## src/rtl/mul_err_pkg.sv

```systemverilog
// Shared types and default sizing for the approximate-multiplier error accumulator.
package mul_err_pkg;

  typedef enum logic [2:0] {StIdle, StRun, StUpd, StDiv, StDone} state_e;

  localparam int unsigned W_DEF       = 8;
  localparam int unsigned RE_FRAC_DEF = 16;
  localparam int unsigned DIV_CYC     = 2 * W_DEF + RE_FRAC_DEF;
  localparam int unsigned QUO_W       = DIV_CYC;

  // One quotient bit per cycle, so divide latency equals the dividend width.
  function automatic int unsigned div_cycles(int unsigned w, int unsigned re_frac);
    return 2 * w + re_frac;
  endfunction

endpackage

```

## src/rtl/mul_err_divider.sv

```systemverilog
// Unsigned radix-2 restoring divider; the first quotient bit is resolved in the start cycle,
// so a DVD_W-bit dividend takes DVD_W cycles and done pulses one cycle after the last step.
module mul_err_divider
  import mul_err_pkg::*;
#(
  parameter int unsigned DVD_W = QUO_W,
  parameter int unsigned DVS_W = 2 * W_DEF
) (
  input  logic             clk,
  input  logic             rst,
  input  logic             start,
  input  logic [DVD_W-1:0] dividend,
  input  logic [DVS_W-1:0] divisor,
  output logic             busy,
  output logic             done,
  output logic [DVD_W-1:0] quotient
);

  localparam int unsigned CW = $clog2(DVD_W + 1);

  logic [DVS_W-1:0] rem_q, rem_in, rem_nxt, dvs_q, dvs_in;
  logic [DVD_W-1:0] quo_q, quo_in, quo_nxt;
  logic [CW-1:0]    cnt_q;
  logic [DVS_W:0]   shifted, diff;

  always_comb begin
    rem_in  = start ? '0 : rem_q;
    quo_in  = start ? dividend : quo_q;
    dvs_in  = start ? divisor : dvs_q;
    shifted = {rem_in, quo_in[DVD_W-1]};
    diff    = shifted - {1'b0, dvs_in};
    if (shifted >= {1'b0, dvs_in}) begin
      rem_nxt = diff[DVS_W-1:0];
      quo_nxt = {quo_in[DVD_W-2:0], 1'b1};
    end else begin
      rem_nxt = shifted[DVS_W-1:0];
      quo_nxt = {quo_in[DVD_W-2:0], 1'b0};
    end
  end

  always_ff @(posedge clk or posedge rst) begin
    if (rst) begin
      rem_q <= '0;
      quo_q <= '0;
      dvs_q <= '0;
      cnt_q <= '0;
      busy  <= 1'b0;
      done  <= 1'b0;
    end else begin
      done <= 1'b0;
      if (start) begin
        rem_q <= rem_nxt;
        quo_q <= quo_nxt;
        dvs_q <= divisor;
        cnt_q <= CW'(DVD_W - 1);
        busy  <= 1'b1;
      end else if (busy) begin
        rem_q <= rem_nxt;
        quo_q <= quo_nxt;
        cnt_q <= cnt_q - CW'(1);
        if (cnt_q == CW'(1)) begin
          busy <= 1'b0;
          done <= 1'b1;
        end
      end
    end
  end

  assign quotient = quo_q;

endmodule

```

## src/rtl/mul_error_accumulator.sv

```systemverilog
// Accumulates raw error-metric sums (ER/MED/MNED/MRED/max) of an approximate multiplier
// against the exact product; software divides the sums by the sample count.
module mul_error_accumulator
  import mul_err_pkg::*;
#(
  parameter int unsigned W         = W_DEF,
  parameter int unsigned N_SAMPLES = 10000,
  parameter int unsigned RE_FRAC   = RE_FRAC_DEF,
  parameter int unsigned CNT_W     = 32,
  parameter int unsigned ACC_W     = 48
) (
  input  logic               clk,
  input  logic               rst,
  input  logic               start,
  input  logic               in_valid,
  output logic               in_ready,
  input  logic [W-1:0]       a,
  input  logic [W-1:0]       b,
  input  logic [2*W-1:0]     apprx,
  output logic               busy,
  output logic               done,
  output logic [CNT_W-1:0]   sample_cnt,
  output logic [CNT_W-1:0]   err_cnt,
  output logic [ACC_W-1:0]   sum_ed,
  output logic [ACC_W-1:0]   sum_ed_abs,
  output logic [2*W-1:0]     max_ed,
  output logic [ACC_W-1:0]   sum_re
);

  localparam int unsigned PW = 2 * W;
  localparam int unsigned QW = div_cycles(W, RE_FRAC);

  if (ACC_W < PW + RE_FRAC + $clog2(N_SAMPLES) + 1) begin : g_acc_w_check
    $error("ACC_W too narrow for N_SAMPLES worst case");
  end

  state_e          state_q, state_d;
  logic [W-1:0]    a_q, b_q;
  logic [PW-1:0]   apprx_q, exact, ed_abs;
  logic [PW:0]     ed, neg_ed;
  logic            has_err, need_div, div_start, div_busy, div_done;
  logic [QW-1:0]   quotient;

  assign exact    = PW'(a_q) * PW'(b_q);
  assign ed       = {1'b0, exact} - {1'b0, apprx_q};
  assign neg_ed   = -ed;
  assign ed_abs   = ed[PW] ? neg_ed[PW-1:0] : ed[PW-1:0];
  assign has_err  = (ed != '0);
  assign need_div = has_err && (exact != '0);

  always_comb begin
    state_d   = state_q;
    div_start = 1'b0;
    case (state_q)
      StIdle, StDone: if (start) state_d = StRun;
      StRun:          if (in_valid) state_d = StUpd;
      StUpd: begin
        if (need_div) begin
          state_d   = StDiv;
          div_start = 1'b1;
        end else if (sample_cnt == CNT_W'(N_SAMPLES - 1)) begin
          state_d = StDone;
        end else begin
          state_d = StRun;
        end
      end
      // sample_cnt was already bumped in UPD, so compare against the full count here.
      StDiv: if (div_done) state_d = (sample_cnt == CNT_W'(N_SAMPLES)) ? StDone : StRun;
      default: state_d = StIdle;
    endcase
  end

  always_ff @(posedge clk or posedge rst) begin
    if (rst) begin
      state_q    <= StIdle;
      in_ready   <= 1'b0;
      busy       <= 1'b0;
      done       <= 1'b0;
      a_q        <= '0;
      b_q        <= '0;
      apprx_q    <= '0;
      sample_cnt <= '0;
      err_cnt    <= '0;
      sum_ed     <= '0;
      sum_ed_abs <= '0;
      max_ed     <= '0;
      sum_re     <= '0;
    end else begin
      state_q  <= state_d;
      in_ready <= (state_d == StRun);
      busy     <= (state_d inside {StRun, StUpd, StDiv});
      done     <= (state_d == StDone);
      if (state_q == StRun && in_valid) begin
        a_q     <= a;
        b_q     <= b;
        apprx_q <= apprx;
      end
      if ((state_q == StIdle || state_q == StDone) && start) begin
        sample_cnt <= '0;
        err_cnt    <= '0;
        sum_ed     <= '0;
        sum_ed_abs <= '0;
        max_ed     <= '0;
        sum_re     <= '0;
      end
      if (state_q == StUpd) begin
        sample_cnt <= sample_cnt + CNT_W'(1);
        err_cnt    <= err_cnt + CNT_W'(has_err);
        sum_ed     <= sum_ed + {{(ACC_W - PW - 1){ed[PW]}}, ed};
        sum_ed_abs <= sum_ed_abs + ACC_W'(ed_abs);
        if (ed_abs > max_ed) max_ed <= ed_abs;
      end
      if (state_q == StDiv && div_done) sum_re <= sum_re + ACC_W'(quotient);
    end
  end

  mul_err_divider #(
    .DVD_W(QW),
    .DVS_W(PW)
  ) u_div (
    .clk      (clk),
    .rst      (rst),
    .start    (div_start),
    .dividend ({ed_abs, {RE_FRAC{1'b0}}}),
    .divisor  (exact),
    .busy     (div_busy),
    .done     (div_done),
    .quotient (quotient)
  );

  logic unused_div_busy;
  assign unused_div_busy = div_busy;

endmodule

```

## config.mk

```make
export PLATFORM = sky130hd
export DESIGN_NAME = mul_error_accumulator
export DESIGN_NICKNAME = d
export VERILOG_FILES = /design/src/rtl/mul_err_pkg.sv /design/src/rtl/mul_err_divider.sv /design/src/rtl/mul_error_accumulator.sv
export SDC_FILE = /design/constraint.sdc
export NUM_CORES = 1
export LEC_CHECK = 0
export ABC_CLOCK_PERIOD_IN_PS = 27000
export BUFFER_PORTS_ARGS = -buffer_cell sky130_fd_sc_hd__buf_2
export CAP_MARGIN = 15
export CORE_ASPECT_RATIO = 1.2
export CORE_MARGIN = 2
export CORE_UTILIZATION = 45
export DETAILED_ROUTE_END_ITERATION = 16
export PLACE_DENSITY = 0.64
export SYNTH_ARGS = -nofsm -noshare
export SYNTH_HDL_FRONTEND = slang
export SYNTH_HIERARCHICAL = 1
export SYNTH_SLANG_ARGS = --single-unit
```

## constraint.sdc

```tcl
create_clock -name clk -period 27 [get_ports clk]
set_clock_uncertainty 0.05 [all_clocks]
set_input_delay 1.35 -clock clk [delete_from_list [all_inputs] [get_ports clk]]
set_output_delay 1.35 -clock clk [all_outputs]
set_load 0.02 [all_outputs]
```

=== Word-level counts from Yosys, hierarchy flattened ===
Index checks and enable logic that the tools add are counted.

* $add $sub $neg: 9
* Multiply operators: 1
* Order comparisons: 2
* Eq/ne operators: 11
* Muxes and demuxes: 37
* Reduce and logical (&&, ||, !) cells: 13

{| class="wikitable"
|+ Operator list
! operator !! number
|-
| $mux W32 || 6
|-
| $mux W48 || 4
|-
| $mux W16 || 9
|-
| $eq A32 B14 Y1 const B || 2
|-
| $add A48 B16 Y48 || 1
|-
| $add A48 B32 Y48 || 1
|-
| $add A48 B48 Y48 || 1
|-
| $add A32 B1 Y32 || 1
|-
| $add A32 B1 Y32 const B || 1
|-
| $mux W3 || 6
|-
| $ge A17 B16 Y1 || 1
|-
| $reduce_bool A17 Y1 || 1
|-
| $sub A16 B16 Y17 || 1
|-
| $gt A16 B16 Y1 || 1
|-
| $mul A8 B8 Y16 || 1
|-
| $neg A16 Y16 || 1
|-
| $reduce_bool A16 Y1 || 1
|-
| $sub A16 B16 Y16 || 1
|-
| $eq A3 B2 Y1 const B || 4
|-
| $mux W6 || 2
|-
| $pmux W3 S4 || 1
|-
| $mux W1 || 9
|-
| $eq A3 B1 Y1 const B || 2
|-
| $eq A3 B3 Y1 const B || 2
|-
| other kinds (8) || 13
|}

* Bits in registers: 334
* Input bits: 36
* Output and inout port bits: 227
* Word-level logic and storage cells: 92

=== Longest topological paths before layout ===
Gate-level depths: netlist of the first run.

* Depth in word-level cells: 11
* Depth in mapped cells: 40
* Depth with buffers taken out: 36

=== Cells and area by module ===
The synthesis of the first run kept the hierarchy.

{| class="wikitable"
|+ Modules (own cells, without submodules)
! module !! instances !! cells an instance !! area each (um^2)
|-
| mul_error_accumulator || 1 || 2128 || 19087.1
|-
| mul_err_divider || 1 || 424 || 4088.9
|}

=== Worst setup path after synthesis of the first run ===
Ideal clock, no wire load.

* Path type: register to register
* Start: reg b_q[7]
* End: reg u_div.rem_q[0]
* Library setup time: 0.077 ns
* Arrival time: 9.109 ns
* Slack: 17.764 ns
* Cell stages (with the launch flop): 38
* Buffers on the path: 5
* Period minus slack after synthesis: 9.236 ns
* Cell sequence: dfrtp_1 > nand2_1 > fa_1 > fa_1 > inv_1 > fa_1 > inv_1 > fa_1 > inv_1 > ha_1 > o21a_1 > a21o_1 > a21oi_1 > xnor2_1 > ha_1 > a211oi_1 > nand2_1 > or3_1 > [2 not listed] > nor3_1 > nor3b_2 > a41oi_2 > and2_4 > buf_2 > buf_1 > buf_1 > mux2i_1 > ha_1 > buf_2 > a21oi_1 > o21ai_1 > o21a_1 > a2111oi_2 > and2_1 > buf_6 > mux2_1 > a21oi_1

* Word-level cells in the longest chain between the ends: 11

{| class="wikitable"
|+ RTL lines
! item !! line !! text
|-
| from (decl) || mul_error_accumulator.sv:38 || <nowiki>logic [W-1:0] a_q, b_q;</nowiki>
|-
| from (signal assigned) || mul_error_accumulator.sv:80 || <nowiki>b_q <= '0;</nowiki>
|-
| from (signal assigned) || mul_error_accumulator.sv:95 || <nowiki>b_q <= b;</nowiki>
|-
| $mul A8 B8 Y16 * || mul_error_accumulator.sv:44 || <nowiki>assign exact = PW'(a_q) * PW'(b_q);</nowiki>
|-
| net exact[10] || mul_error_accumulator.sv:39 || <nowiki>logic [PW-1:0] apprx_q, exact, ed_abs;</nowiki>
|-
| $sub A16 B16 Y17 || mul_error_accumulator.sv:45 || <nowiki>assign ed = {1'b0, exact} - {1'b0, apprx_q};</nowiki>
|-
| $reduce_bool A17 Y1 || mul_error_accumulator.sv:48 || <nowiki>assign has_err = (ed != '0);</nowiki>
|-
| $logic_and A1 B1 Y1 * || mul_error_accumulator.sv:49 || <nowiki>assign need_div = has_err && (exact != '0);</nowiki>
|-
| $mux W1 * || mul_error_accumulator.sv:58 || <nowiki>if (need_div) begin</nowiki>
|-
| $mux W1 * || mul_error_accumulator.sv:54 || <nowiki>case (state_q)</nowiki>
|-
| net div_start || mul_error_accumulator.sv:41 || <nowiki>logic has_err, need_div, div_start, div_busy, div_done;</nowiki>
|-
| $mux W32, or another cell as far along || mul_err_divider.sv:28 || <nowiki>quo_in = start ? dividend : quo_q;</nowiki>
|-
| $sub A16 B16 Y16 or $ge A17 B16 Y1 (tied branches) || mul_err_divider.sv:31, mul_err_divider.sv:32 ||
|-
| $mux W16 || mul_err_divider.sv:32 || <nowiki>if (shifted >= {1'b0, dvs_in}) begin</nowiki>
|-
| $mux W16 || mul_err_divider.sv:57 || <nowiki>end else if (busy) begin</nowiki>
|-
| $mux W16 || mul_err_divider.sv:51 || <nowiki>if (start) begin</nowiki>
|-
| to (signal assigned) || mul_err_divider.sv:52 || <nowiki>rem_q <= rem_nxt;</nowiki>
|-
| to (signal assigned) || mul_err_divider.sv:58 || <nowiki>rem_q <= rem_nxt;</nowiki>
|-
| to (decl) || mul_err_divider.sv:21 || <nowiki>logic [DVS_W-1:0] rem_q, rem_in, rem_nxt, dvs_q, dvs_in;</nowiki>
|}

Mark *: on every way through the listed nets, which the timed path passes. The rest lies on a longest branch. The select of a mux whose other input is x is not followed.
A chain may end at the register's enable or synchronous reset.

=== Final worst setup path of the first run ===
* Start: reg a_q[0]
* End: reg u_div.rem_q[3]

* Word-level cells in the longest chain between the ends: 11

{| class="wikitable"
|+ RTL lines
! item !! line !! text
|-
| from (decl) || mul_error_accumulator.sv:38 ||
|-
| from (signal assigned) || mul_error_accumulator.sv:79 || <nowiki>a_q <= '0;</nowiki>
|-
| from (signal assigned) || mul_error_accumulator.sv:94 || <nowiki>a_q <= a;</nowiki>
|-
| $mul A8 B8 Y16 * || mul_error_accumulator.sv:44 ||
|-
| net exact[10] || mul_error_accumulator.sv:39 ||
|-
| $sub A16 B16 Y17 || mul_error_accumulator.sv:45 ||
|-
| $reduce_bool A17 Y1 || mul_error_accumulator.sv:48 ||
|-
| $logic_and A1 B1 Y1 * || mul_error_accumulator.sv:49 ||
|-
| $mux W1 * || mul_error_accumulator.sv:58 ||
|-
| $mux W1 * || mul_error_accumulator.sv:54 ||
|-
| net div_start || mul_error_accumulator.sv:41 ||
|-
| $mux W32, or another cell as far along || mul_err_divider.sv:28 ||
|-
| $sub A16 B16 Y16 or $ge A17 B16 Y1 (tied branches) || mul_err_divider.sv:31, mul_err_divider.sv:32 ||
|-
| $mux W16 || mul_err_divider.sv:32 ||
|-
| $mux W16 || mul_err_divider.sv:57 ||
|-
| $mux W16 || mul_err_divider.sv:51 ||
|}

Marked as above.

==> flow_metrics.py, run 1 <==
metrics = {
    "final_layout": {
        "synthToLayoutAreaGrowth_pct": 14.42,
        "fillers": 4747,
        "fin_nets": 3064,
        "drive_above_1_share_pct": 14.57,
    },
    "drt": {
        "wirelength_um": 63770,
        "avgViaCountPerCell": 5.665,
        "num_vias": 19719,
        "drt_iter0_drc": 1150,
        "antenna_left": 0,
        "wl_per_cell_um": 18.32,
        "firstDrtPassIters": 5,
        "drc": 0,
    },
    "logic_synthesis": {
        "synth_top_area_share_pct": 36.06,
        "ys_seq_area_share_pct": 36.06,
        "postSynthAreaPerCell_um2": 9.081,
        "synth_cell_type_count": 83,
        "yosysWarnings": 6,
        "synth_flop_cell": "dfrtp_1",
        "synth_top_area_cell": "dfrtp_1",
        "synth_edf_count": 0,
        "ys_ff_latch": 334,
        "synth-async-reset-ratio_pct": 100.0,
        "synthCells": 2552,
        "synth_area_leaders": "dfrtp_1 (36%), ha_1 (10%), nand2_1 (4.6%)",
        "syn_area_um2": 23180,
    },
    "clock_tree": {
        "h-tree-depth": 2,
        "ctsHoldBuffers": 0,
        "cts_tree": "done",
        "cts_buffer_depth": 3,
        "cts_setup_buffers": 0,
        "post_cts_resized": 0,
        "clockRootBuffer": "clkbuf_16",
        "cts_buffers": 40,
        "cts_num_sinks": 334,
        "clk_latency_ns": 0.57,
        "path_clk_slew_ns": 0.06,
    },
    "critical_path": {
        "path_class": "reg2reg",
        "startpoint_type": "flop",
        "endpoint_kind": "flop",
        "worstPathMaxFanout": 68,
        "arrival_ns": 10.79,
        "required_ns": 27.35,
        "max_stage_delay_ns": 0.66,
        "slowest_stage": "and2_1",
    },
    "timing": {
        "worst-slew-pin-transition_ns": 1.134,
        "fin_crit_ns": 10.44,
        "final-max-slew-violation-count": 0,
        "slew_headroom_pct": 24.03,
        "fin_crit_sh_pct": 38.67,
        "fmax_mhz": 95.78,
        "setup-tns-final_ns": 0,
        "rsz0062_at_grt": "false",
        "finalSetupViolations": 0,
        "hold_viol": 0,
    },
    "place": {
        "io_buffers": 262,
        "hpwl_um": 46890,
        "globalplace.congestion": 0.9023,
    },
    "global_route": {
        "grt_usage_pct": 23.68,
        "antenna_found_initial": 1,
        "grt_pass1_vias": 19118,
        "grt_pass1_wl_um": 101800,
        "grt_max_degree": 168,
        "grt-ovfl-total": 0,
    },
    "die": {
        "dieArea_um2": 53340,
        "num_io_pins": 263,
        "coreArea_um2": 51120,
        "row_count": 91,
        "die_y_um": 252.6,
        "die_width_um": 211.2,
        "start_util_pct": 45.33,
    },
    "outcome": {
        "status": "finished clean",
    },
    "flow_run": {
        "maxCapViolations": 0,
    },
    "min_path": {
        "hp-class": "reg2reg",
    },
}
## stage by stage
stage               cell area (um^2)  utilization [%]  cells  worst slack [ns]  hold slack, ns
finish                         26520            51.87   3481             16.56          0.4329
global route                   26510            51.86   3479             15.77          0.4795
CTS                            26510            51.86   3479             16.59          0.4325
detailed placement             25200            49.28   3408             16.62          0.4248
global placement               25200            49.28   3408             16.90          0.4090
floorplan                      23230                -   2567             17.76          0.4029
## synthesized netlist by cell type (4+ instances only)
cell type    n
a211oi_1     7
a21o_1      58
a21oi_1    133
a22o_1      41
a31oi_1     31
a32o_1      10
and2_1      62
and3_1      30
and4_1       7
buf_1       11
buf_2        9
clkbuf_1    69
dfrtp_1    334
fa_1        41
ha_1       188
inv_1      171
mux2_2      31
mux2i_1     89
nand2_1    285
nand2b_1    35
nand3_1    122
nand4_1     37
nor2_1     102
nor2b_1     43
nor3_1      34
nor3b_1      4
nor4_1      10
o2111ai_1    6
o211ai_1    30
o21a_1      21
o21ai_0    203
o21ai_1     14
o21bai_1    23
o22ai_1      9
o31ai_1     33
o41ai_1      4
or2_2        6
or3_1       10
xnor2_1     78
xor2_1      51
## state kept, by name, indices dropped and copies added (netlist names)
name,count
sum_ed,48
sum_ed_abs,48
sum_re,48
err_cnt,32
sample_cnt,32
u_div/quotient,32
apprx_q,16
max_ed,16
u_div/dvs_q,16
u_div/rem_q,16
a_q,8
b_q,8
u_div/cnt_q,6
state_q,3
busy,1
done,1
in_ready,1
u_div/busy,1
u_div/done,1
## final timing paths
kind,to,depth (start not counted),from,slack [ns]
min in group asynchronous,sum_re[2],2,rst,0.90
setup reg to reg,u_div/rem_q[3],35,a_q[0],16.56
hold / removal,sum_re[47],1,sum_re[47],0.43
setup / recovery,u_div/rem_q[3],35,a_q[0],16.56
hold reg to reg,sum_re[47],1,sum_re[47],0.43
max in group asynchronous,sum_ed[39],3,rst,24.57
## cell usage in the layout (no fill, tap or decap), drive strengths merged, types with 23 or more instances in the layout
master / count
inv: 174
a22o: 41
o211ai: 31
o31ai: 33
nor2: 102
xor2: 51
nand2b: 35
nor3: 35
ha: 188
a31oi: 31
and2: 63
mux2: 33
o21ai: 217
nand3: 122
o21bai: 23
nor2b: 43
a21oi: 134
clkbuf: 52
buf: 280
xnor2: 78
and3: 30
nand2: 285
nand4: 38
a21o: 58
fa: 41
mux2i: 89
dfrtp: 334
## kinds of logic (layout without fill, tap and decap cells)
family	Yosys count	in the layout	share of synthesized area [%]
simple gates	805	805	17.07
compound gates	670	670	18.52
flops	334	334	36.06
buf+inv	262	523	4.324
fa+ha+maj	229	229	13.69
xor+xnor	129	129	4.875
mux	122	122	5.447
other cells	1	18	0.01618
## layer usage
metal	up-vias	part of all wire, %	track usage [%]
li1	9594	-	-
met1	9538	44	31.38
met2	473	48	39.76
met3	114	4.4	3.181
met4	0	3.3	8.209
met5	-	0	0
## critical path: cells and delay by family (launching register included)
kind | cells | cell delay [ns]
adders and majority gates | 7 | 3.14
and+or+nand+nor | 11 | 3.00
AOI/OAI and AO/OA | 9 | 1.98
buffers and inverters | 6 | 0.98
xor gates and xnor gates | 2 | 0.60
DFF | 1 | 0.48
## final cells by class
cell class | count | area, um^2 | share of cell area [%]
clock buffer | 52 | 1127 | 4.251
sequential | 334 | 8359 | 31.52
inverter | 172 | 653.1 | 2.463
tap | 651 | 814.5 | 3.072
antenna | 2 | 5.005 | 0.01887
clock inverter | 19 | 190.2 | 0.7172
multi-input combinational | 1971 | 13910 | 52.45
timing repair buffer | 280 | 1459 | 5.502
Power of run 1 is not shown: default switching activity piles up to over one toggle a cycle in this logic, so the estimate is an artifact.
==> run 2, diff against run 1 <==
Settings changed: ABC_AREA set to 1, ABC_CLOCK_PERIOD_IN_PS 27000 to 9900, PLACE_DENSITY 0.64 to 0.63.
Clock period 27 ns to 9.9 ns, I/O delays scaled along.
==> run 2 against run 1 <==
Cell count grew 44%. First-iteration DRC count grew 40%. Area after synthesis grew 15%. Global-route usage grew 3.6 points. Synthesized cell count grew 54%. Worst setup slack lost 16 ns. Non-clock buffer count shrank 2. Count of clock-buffer cells in the layout shrank 4. Critical endpoint is now max_ed[10]. Largest cell class unchanged. Highest routed layer unchanged.
==> flow_metrics.py, run 2 <==
metrics = {
    "die": {
        "die_y_um": 271.1,
        "dieArea_um2": 61430,
        "coreArea_um2": 58620,
        "start_util_pct": 45.64,
        "row_count": 97,
        "num_io_pins": 263,
        "die_width_um": 226.6,
    },
    "global_route": {
        "busiest_layer": "met2",
        "grt_usage_pct": 27.25,
        "grt-ovfl-total": 0,
        "met3_usage_pct": 3.931,
        "grt_pass1_wl_um": 133500,
        "antenna_found_initial": 1,
        "met2_usage_pct": 46.88,
        "use_met1_pct": 34.88,
        "grt_pass1_vias": 25012,
        "grt_max_degree": 83,
    },
    "logic_synthesis": {
        "postSynthAreaPerCell_um2": 6.789,
        "yosysWarnings": 6,
        "synth_flop_cell": "dfrtp_1",
        "ys_seq_area_share_pct": 31.24,
        "synth_cell_type_count": 65,
        "synth_top_area_share_pct": 31.24,
        "synth_common_cells": "nand2_1 (1151), inv_1 (641), dfrtp_1 (334)",
        "syn_area_um2": 26760,
        "synth_most_common_cell": "nand2_1",
        "synth_area_leaders": "dfrtp_1 (31%), nand2_1 (16%), inv_1 (9.0%)",
        "ys_ff_latch": 334,
        "synth_top_area_cell": "dfrtp_1",
        "synth-async-reset-ratio_pct": 100.0,
        "synth_edf_count": 0,
        "synthCells": 3941,
    },
    "critical_path": {
        "r2r_slack_ns": 0.84,
        "cpLargestDelayFamily": "adder cells",
        "slowest_stage": "inv_2",
        "max_stage_delay_ns": 0.70,
        "startpoint_type": "flop",
        "endpoint_kind": "flop",
        "rr_startpoint": "a_q[2]",
        "arrival_ns": 9.43,
        "required_ns": 10.27,
        "path_buf_inv": 8,
        "worstRegToRegCells": 37,
        "worstPathMaxFanout": 40,
        "r2r_end": "max_ed[10]",
        "path_class": "reg2reg",
    },
    "drt": {
        "antenna_left": 0,
        "avgViaCountPerCell": 5.203,
        "wirelength_um": 83610,
        "firstDrtPassIters": 5,
        "drt_iter0_drc": 1613,
        "drc": 0,
        "wl_per_cell_um": 16.68,
        "num_vias": 26087,
    },
    "final_layout": {
        "drive_above_1_share_pct": 11.11,
        "final_common_cell": "nand2_1",
        "fin_nets": 4456,
        "synthToLayoutAreaGrowth_pct": 13.15,
        "layout_common_cells": "nand2_1 (1150), inv_1 (637), dfrtp_1 (334)",
        "fillers": 6075,
        "top_regs": "sum_ed: 48 flops, sum_ed_abs: 48 flops, sum_re: 48 flops",
    },
    "timing": {
        "final-max-slew-violation-count": 0,
        "worst-slew-pin-transition_ns": 0.9514,
        "hold_viol": 0,
        "fin_crit_ns": 9.058,
        "fmax_mhz": 110.4,
        "finalSetupViolations": 0,
        "slew_headroom_pct": 36.57,
        "fin_crit_sh_pct": 91.50,
        "rsz0062_at_grt": "false",
        "setup-tns-final_ns": 0,
    },
    "clock_tree": {
        "clockRootBuffer": "clkbuf_16",
        "cts_buffers": 40,
        "path_clk_slew_ns": 0.06,
        "post_cts_resized": 0,
        "clk_latency_ns": 0.58,
        "cts_num_sinks": 334,
        "h-tree-depth": 2,
        "cts_buffer_depth": 3,
        "cts_tree": "done",
        "cts_setup_buffers": 0,
    },
    "min_path": {
        "hp-class": "in2reg",
        "min_path_cells": 3,
        "min_from": "b[1]",
        "hold_end": "b_q[1]",
    },
    "outcome": {
        "status": "finished clean",
    },
    "place": {
        "hpwl_um": 65470,
        "io_buffers": 262,
        "globalplace.congestion": 0.9487,
    },
    "flow_run": {
        "maxCapViolations": 0,
    },
}
[run 2: changes by cell type after synthesis, moves of 51 or more]
| cell | before | now |
|---|---|---|
| a21oi_1 | 133 | 185 |
| and2_1 | 62 | 11 |
| inv_1 | 171 | 641 |
| mux2i_1 | 89 | 13 |
| nand2_1 | 285 | 1151 |
| nand3_1 | 122 | 246 |
| nor2_1 | 102 | 328 |
| xnor2_1 | 78 | 10 |
[run 2: cell families (layout without fill, tap and decap cells)]
family | Yosys count | in the layout | synth area share, %
simple gates | 1978 | 1978 | 31.79
buf+inv | 737 | 1002 | 10.51
compound gates | 609 | 609 | 12.77
flops | 334 | 334 | 31.24
fa+ha+maj | 229 | 229 | 11.86
xor+xnor | 40 | 40 | 1.337
mux | 13 | 13 | 0.4863
other cells | 1 | 17 | 0.01402
[run 2: layout make-up]
type	count	area (um^2)	area share [%]
multi-input combinational	2885	15660	51.71
sequential	334	8358	27.61
inverter	652	2457	8.116
timing repair buffer	278	1434	4.736
clock buffer	48	1091	3.604
tap	792	991.0	3.273
clock inverter	24	286.5	0.9464
antenna	1	2.502	0.008265
[run 2: per-layer routing]
| metal | routed length [um] | part of all wire (%) |
|---|---|---|
| met1 | 36350 | 43 |
| met2 | 40160 | 48 |
| met3 | 4331 | 5.2 |
| met4 | 2774 | 3.3 |
| met5 | 0 | 0 |
[run 2: worst max-delay path by stage]
stage | start | endpoint | cells past startpoint
after CTS | a_q[2] | max_ed[10] | 37
after detailed placement | a_q[2] | max_ed[10] | 37
final | a_q[2] | max_ed[10] | 37
after global routing | a_q[2] | max_ed[12] | 37
after global placement | b_q[6] | max_ed[2] | 37
after floorplan | rst | a_q[0] | 1
[run 2: stage by stage]
stage	hold slack (ns)	worst slack, ns	area (um^2)	cells	util [%]
2_1_floorplan	0.3843	2.143	26810	3956	-
3_5_place_dp	0.4157	0.8885	28890	4940	49.28
4_1_cts	0.05330	0.8646	30270	5013	51.64
6_report	0.08103	0.8415	30280	5014	51.65
5_1_grt	0.07862	0.04837	30280	5014	51.65
3_3_place_gp	0.4085	1.109	28890	4940	49.28
[run 2: worst register-to-register path: cells and delay by family (launching register included)]
| family | cells | cell delay (ns) |
|---|---|---|
| AO/OA/AOI/OAI | 7 | 1.31 |
| XOR/XNOR | 1 | 0.20 |
| adder cells (fa/ha/maj) | 7 | 3.09 |
| buffers and inverters | 8 | 1.55 |
| flip-flops | 1 | 0.55 |
| AND/OR/NAND/NOR | 14 | 2.17 |
[run 2: repair_timing]
item	in CTS	in global routing
hold buffers	1	0
hold endpoints to repair	9	0
setup endpoints to repair	0	0
Power of run 2 is left out for the same reason.
